--- src/rtl/pe_config_loader.sv ---
// -----------------------------------------------------------------------------
// pe_config_loader
//
// Transmitter side of the CGRA configuration-load interface. A session is
// opened with load_start, which latches the word count and the highest context
// slot in use. Each context word accepted on the input stream is presented one
// cycle later on the shared config_* bus, together with a one-hot strobe that
// selects the target PE. Once the last word has been sent, a single start_exec
// pulse is broadcast to all PEs.
//
// Words that target a non-existent PE or a context slot beyond the latched
// maximum are still consumed and counted toward the session length. They raise
// the sticky error flag and the saturating error_count, and they never strobe
// a PE.
//
// Ports:
//   clk, reset_n            clock; asynchronous active-low reset
//   load_start, load_abort  session open / abandon
//   load_word_count         words in the session (latched on load_start)
//   context_max_id          highest context slot (latched on load_start)
//   in_valid / in_ready     input word handshake
//   in_*                    input word fields (PE id, slot, operands, op, const)
//   write_config_data       one-hot per-PE write strobe
//   config_*                shared configuration bus
//   start_exec              one-cycle execution start pulse
//   mapping_context_max_id  latched context_max_id
//   busy, error, error_count  status
// -----------------------------------------------------------------------------
module pe_config_loader #(
    parameter int PE_NUM                     = 16,
    parameter int PE_ID_WIDTH                = 4,
    parameter int DATA_WIDTH                 = 32,
    parameter int NEIGHBOR_PE_NUM_BIT_LENGTH = 2,
    parameter int OPERATION_BIT_LENGTH       = 4,
    parameter int CONTEXT_SIZE_BIT_LENGTH    = 3,
    parameter int WORD_COUNT_WIDTH           = 16
) (
    input  logic                                  clk,
    input  logic                                  reset_n,
    input  logic                                  load_start,
    input  logic                                  load_abort,
    input  logic [WORD_COUNT_WIDTH-1:0]           load_word_count,
    input  logic [CONTEXT_SIZE_BIT_LENGTH-1:0]    context_max_id,
    input  logic                                  in_valid,
    output logic                                  in_ready,
    input  logic [PE_ID_WIDTH-1:0]                in_pe_id,
    input  logic [CONTEXT_SIZE_BIT_LENGTH-1:0]    in_context_index,
    input  logic [NEIGHBOR_PE_NUM_BIT_LENGTH-1:0] in_input_PE_index_1,
    input  logic [NEIGHBOR_PE_NUM_BIT_LENGTH-1:0] in_input_PE_index_2,
    input  logic [OPERATION_BIT_LENGTH-1:0]       in_op,
    input  logic [DATA_WIDTH-1:0]                 in_const_data,
    output logic [PE_NUM-1:0]                     write_config_data,
    output logic [CONTEXT_SIZE_BIT_LENGTH-1:0]    config_index,
    output logic [NEIGHBOR_PE_NUM_BIT_LENGTH-1:0] config_input_PE_index_1,
    output logic [NEIGHBOR_PE_NUM_BIT_LENGTH-1:0] config_input_PE_index_2,
    output logic [OPERATION_BIT_LENGTH-1:0]       config_op,
    output logic [DATA_WIDTH-1:0]                 config_const_data,
    output logic                                  start_exec,
    output logic [CONTEXT_SIZE_BIT_LENGTH-1:0]    mapping_context_max_id,
    output logic                                  busy,
    output logic                                  error,
    output logic [WORD_COUNT_WIDTH-1:0]           error_count
);

    typedef enum logic [1:0] {
        IDLE  = 2'd0,
        LOAD  = 2'd1,
        FLUSH = 2'd2,
        START = 2'd3
    } state_t;

    // One extra bit, so that the PE limit can be represented even when
    // PE_NUM == 2**PE_ID_WIDTH.
    localparam logic [PE_ID_WIDTH:0] PE_LIMIT = (PE_ID_WIDTH + 1)'(PE_NUM);

    state_t                      state;
    state_t                      state_next;
    logic [WORD_COUNT_WIDTH-1:0] word_count_q;
    logic [WORD_COUNT_WIDTH-1:0] accepted_q;
    logic                        accept;
    logic                        word_ok;
    logic                        last_accept;
    logic [PE_NUM-1:0]           strobe_next;

    assign in_ready = (state == LOAD);
    assign accept   = in_valid && in_ready;

    // The slot check uses the value latched at load_start, not the live input.
    assign word_ok = ({1'b0, in_pe_id} < PE_LIMIT) &&
                     (in_context_index <= mapping_context_max_id);

    // Rejected words still count toward the session length.
    assign last_accept = accept &&
                         ((accepted_q + WORD_COUNT_WIDTH'(1)) == word_count_q);

    // NOTE: state and every other register use non-blocking assignments only,
    // so all flops sample the same pre-edge values.
    always_ff @(posedge clk or negedge reset_n) begin
        if (!reset_n) begin
            state <= IDLE;
        end else begin
            state <= state_next;
        end
    end

    // NOTE: each variable written here is given a default first, so no path
    // leaves it unassigned and no latch is inferred.
    always_comb begin
        state_next = state;
        unique case (state)
            IDLE:  if (load_start) state_next = (load_word_count == '0) ? FLUSH : LOAD;
            LOAD:  begin
                // An abort wins over completion of the session.
                if (load_abort)       state_next = IDLE;
                else if (last_accept) state_next = FLUSH;
            end
            FLUSH: state_next = load_abort ? IDLE : START;
            START: state_next = IDLE;
            default: state_next = IDLE;
        endcase
    end

    always_comb begin
        strobe_next = '0;
        for (int i = 0; i < PE_NUM; i++) begin
            if (accept && word_ok && (in_pe_id == PE_ID_WIDTH'(i))) begin
                strobe_next[i] = 1'b1;
            end
        end
    end

    // Registered outputs. start_exec and busy are decoded from the next state,
    // so they line up with the state register without adding a cycle of delay.
    always_ff @(posedge clk or negedge reset_n) begin
        if (!reset_n) begin
            write_config_data       <= '0;
            config_index            <= '0;
            config_input_PE_index_1 <= '0;
            config_input_PE_index_2 <= '0;
            config_op               <= '0;
            config_const_data       <= '0;
            start_exec              <= 1'b0;
            busy                    <= 1'b0;
            mapping_context_max_id  <= '0;
            error                   <= 1'b0;
            error_count             <= '0;
            word_count_q            <= '0;
            accepted_q              <= '0;
        end else begin
            write_config_data <= strobe_next;
            start_exec        <= (state_next == START);
            busy              <= (state_next != IDLE);

            // The bus holds the last good word and changes only when a word
            // is written to a PE.
            if (accept && word_ok) begin
                config_index            <= in_context_index;
                config_input_PE_index_1 <= in_input_PE_index_1;
                config_input_PE_index_2 <= in_input_PE_index_2;
                config_op               <= in_op;
                config_const_data       <= in_const_data;
            end

            if (state == IDLE && load_start) begin
                word_count_q           <= load_word_count;
                mapping_context_max_id <= context_max_id;
                error                  <= 1'b0;
                error_count            <= '0;
                accepted_q             <= '0;
            end else if (accept) begin
                accepted_q <= accepted_q + WORD_COUNT_WIDTH'(1);
                if (!word_ok) begin
                    error <= 1'b1;
                    if (error_count != '1) begin
                        error_count <= error_count + WORD_COUNT_WIDTH'(1);
                    end
                end
            end
        end
    end

endmodule

--- config.mk ---
export PLATFORM = sky130hd
export DESIGN_NAME = pe_config_loader
export DESIGN_NICKNAME = d
export VERILOG_FILES = /design/src/rtl/pe_config_loader.sv
export SDC_FILE = /design/constraint.sdc
export NUM_CORES = 1
export LEC_CHECK = 0
export ABC_AREA = 1
export CORE_AREA = 3 3 143 118
export DETAILED_ROUTE_END_ITERATION = 8
export DIE_AREA = 0 0 146 121
export GPL_ROUTABILITY_DRIVEN = 0
export GPL_TIMING_DRIVEN = 1
export PLACE_DENSITY_LB_ADDON = 0.05
export SYNTH_ARGS = -nofsm -noshare
export SYNTH_HDL_FRONTEND = slang
export SYNTH_SLANG_ARGS = --single-unit
--- constraint.sdc ---
create_clock -name clk -period 1.8 [get_ports clk]
set_clock_uncertainty 0.15 [all_clocks]
set_input_delay 0.45 -clock clk [delete_from_list [all_inputs] [get_ports clk]]
set_output_delay 0.45 -clock clk [all_outputs]
set_load 0.02 [all_outputs]
==> results.md <==
- Status: finished with violations
- Failing checks: negative setup slack
- Share of cells above drive strength 1: 28.1%
- Worst flop-to-flop path startpoint: mapping_context_max_id[1]
- # diodes: 0
- Hold Startpoint: in_context_index[2]
- Crit path required time: 1990 ps
- Routed Wire Length: 16.3 mm
- CTS tree: built
- Gr usage total: 18.8%
- Worst setup margin: -368 ps
- Clock Sinks: 115
- Final slew viol count: 0
- Post-DRT Antenna Nets: 0
- HP Class: in2reg
- Worst Hold Path EP: config_index[2]
- Post-place instance area: 7870 sq um
- Fillers: 1410
- Non-Filler Instances: 1151
- Final TNS setup: -7590 ps
- Min Tclk post-route: 2170 ps
- Fin crit share: 120%
- Worst-Margin Slew: 407 ps
- Worst-path clk slew: 60 ps
- # H-tree levels: 4
- Post-synth net total: 735
- Netlist cell types: 38
- Worst Setup Start Kind: primary input
- Async SR Flop Fraction: 100%
- Peak supply drop: 0.000718 V
- Global-route wire length before repair: 26.8 mm
- CTS Root Cell: clkbuf_16
- P per Cell Area: 1160 nW/um^2
- Reg-to-reg endpoint: error_count[10]
- Register area share after synthesis: 53.3%
- Core outline area: 15500 sq um
- Initial DRC count: 179
- Endpoints failing hold: 0
- Cells after Synth: 659
- Syn Std Cell Area: 5400 sq um
- Total grt overflow: 0
- Die area: 17700 sq um
- Site Rows: 41
- DR WL/cell: 14.2 um
- Buffers on Ports: 152
- Largest net degree at the start of global routing: 65
- Relative slew slack: 72.9%
- Post-Place Setup Slack: -926 ps
- Initial antenna violation count: 1
- Die Wd: 146 um
- LEAKAGE: 0.00454 uW
- Final #Nets: 999
- Worst Setup End Kind: flop
- Final setup violation count: 76
- Initial Util: 34.7%
- CP Class: in2reg
- Final HPWL DP: 11.5 mm
- Crit path DAT: 2360 ps
- Avg Cell Area, Syn: 8.19 sq um
- Placed insts: 1096
- Ports: 153
- First-pass DRT Iterations: 4
- R2R depth: 14
- Num CTS Buffers: 17
- Clock tree buffer depth: 2
- Vias per cell: 4.58
- Register area: 2880 sq um
- Ys Warns: 0
- R2r setup slk: -350 ps
- Cell area after layout: 8910 sq um
- Die Y: 121 um
- Drc violations: 0
- RSZ-0062 raised after global routing: yes
- Hold path cells: 3
- Post-synth EDFFs: 0
- Critical path peak fanout: 3
- Clock latency on the worst-skew pair: 410 ps
- Max Cap Violations: 0
- Vias: 5275
- Area occupied by multi-input gates: 2570 sq um
- Flop and latch count out of synthesis: 115
- Post-layout util: 57.3%
- Fmax: 461 MHz
- Top FF cell, synth: dfrtp_1
- Vias in the first global route: 5449
- Layout area overhead: 65.1%
-- placed cells by master, fill, tap and decap left out, types with 3 or more instances in the layout --
master,count
o22ai_1,7
nand3_1,42
o21ai_2,6
nor2_2,16
nand2_2,27
nand3_4,6
clkdlybuf4s15_1,4
o21ai_1,8
nor4_1,5
inv_6,7
clkinvlp_4,3
clkdlybuf4s50_1,67
buf_2,12
dlygate4sd2_1,64
o21ai_0,22
buf_12,5
nand2_1,234
dfrtp_2,4
inv_2,6
ha_4,3
nand3_2,5
nand2_4,7
dfrtp_1,111
a21oi_1,7
buf_6,23
nor2_4,7
nand4_1,7
a21oi_2,4
inv_1,49
o21a_1,3
buf_4,81
clkbuf_16,17
nand3b_1,4
nor2_1,30
-- critical path, cell delays in order --
cell and delay, ps:
clkdlybuf4s50_1 460, inv_1 50, ha_1 280, nand3_2 70
nand2_2 80, nor2_4 120, nand2_2 80, nand2_4 100
nand2_4 80, nor2_8 100, nand3_4 100, buf_6 140
a21oi_4 100, o21a_1 130
-- power by group --
group / total, uW / internal, uW / switching (uW) / leakage, uW
clock: 3420 / 2080 / 1340 / 0.000285
combinational: 3330 / 1440 / 1880 / 0.00276
sequential: 3600 / 3210 / 384 / 0.00149
-- metrics by stage --
step           hold WS (ps)  power, uW
5_1_grt                 296      11000
3_3_place_gp            312       7020
6_report                307      10300
2_1_floorplan          4.41       5170
3_5_place_dp            317       7030
4_1_cts                 285      10300
-- sequential cells by signal, summed over array words and instances, names as in the netlist --
register and cells:
config_index 3, state 2, write_config_data 16, word_count_q 16, config_input_PE_index_1 2, error 1, accepted_q 16, start_exec 1
busy 1, config_input_PE_index_2 2, mapping_context_max_id 3, config_const_data 32, error_count 16, config_op 4
-- logic make-up (layout without fill, tap and decap cells) --
group | after synthesis | after routing | share of synthesized area (%)
AOI/OAI and AO/OA | 61 | 61 | 6.24
buffers and inverters | 73 | 350 | 5.24
and+or+nand+nor | 403 | 403 | 33.7
xor gates and xnor gates | 2 | 2 | 0.325
adders and majority gates | 5 | 5 | 1.16
DFF | 115 | 115 | 53.3
-- final cells by class --
cell class / count / share of cell area (%)
clock buffer: 18 / 4.82
clock inverter: 14 / 1.85
tap: 215 / 3.02
multi-input combinational: 471 / 28.8
timing repair buffer: 260 / 26.4
timing repair inverter: 1 / 0.0843
inverter: 57 / 2.57
sequential: 115 / 32.4
-- per-layer routing --
layer / share of wire (%) / wire [um] / global-route usage (%)
met5: 0.043 / 7 / 0
met3: 8.1 / 1320 / 7.62
met2: 46 / 7510 / 29.3
met1: 45 / 7300 / 24.2
met4: 1.1 / 180 / 5.88
-- how the worst max path moves through the flow --
stage / end / cells after the start / startpoint
2_1_floorplan: error_count[13] / 13 / mapping_context_max_id[2]
3_3_place_gp: error_count[13] / 13 / in_context_index[2]
3_5_place_dp: error_count[13] / 14 / in_context_index[2]
4_1_cts: error_count[10] / 14 / mapping_context_max_id[1]
5_1_grt: error_count[10] / 14 / mapping_context_max_id[2]
6_report: error_count[10] / 14 / in_context_index[0]
-- cell usage after synthesis (6+ instances only) --
| cell type | number | area [sq um] |
|---|---|---|
| a21oi_1 | 11 | 55.1 |
| nand2_1 | 257 | 965 |
| o21ai_0 | 32 | 160 |
| nand2_2 | 8 | 50.1 |
| nand4_1 | 7 | 43.8 |
| nand3_1 | 51 | 255 |
| o22ai_1 | 7 | 43.8 |
| nor4_1 | 6 | 37.5 |
| clkbuf_1 | 11 | 41.3 |
| nor2_1 | 42 | 158 |
| nor2_4 | 6 | 67.6 |
| inv_1 | 51 | 191 |
| dfrtp_1 | 115 | 2880 |
-- repair_timing --
item | 4_1_cts | 5_1_grt
endpoints found under the hold margin | 115 | 0
gates cloned | 2 | 0
setup endpoints to repair | 160 | 92
gates resized for setup | 162 | 90
hold buffers | 1 | 0
pin swaps | 19 | 22
buffers inserted | 12 | 10
No activity file was read; power rests on OpenSTA's default activity.
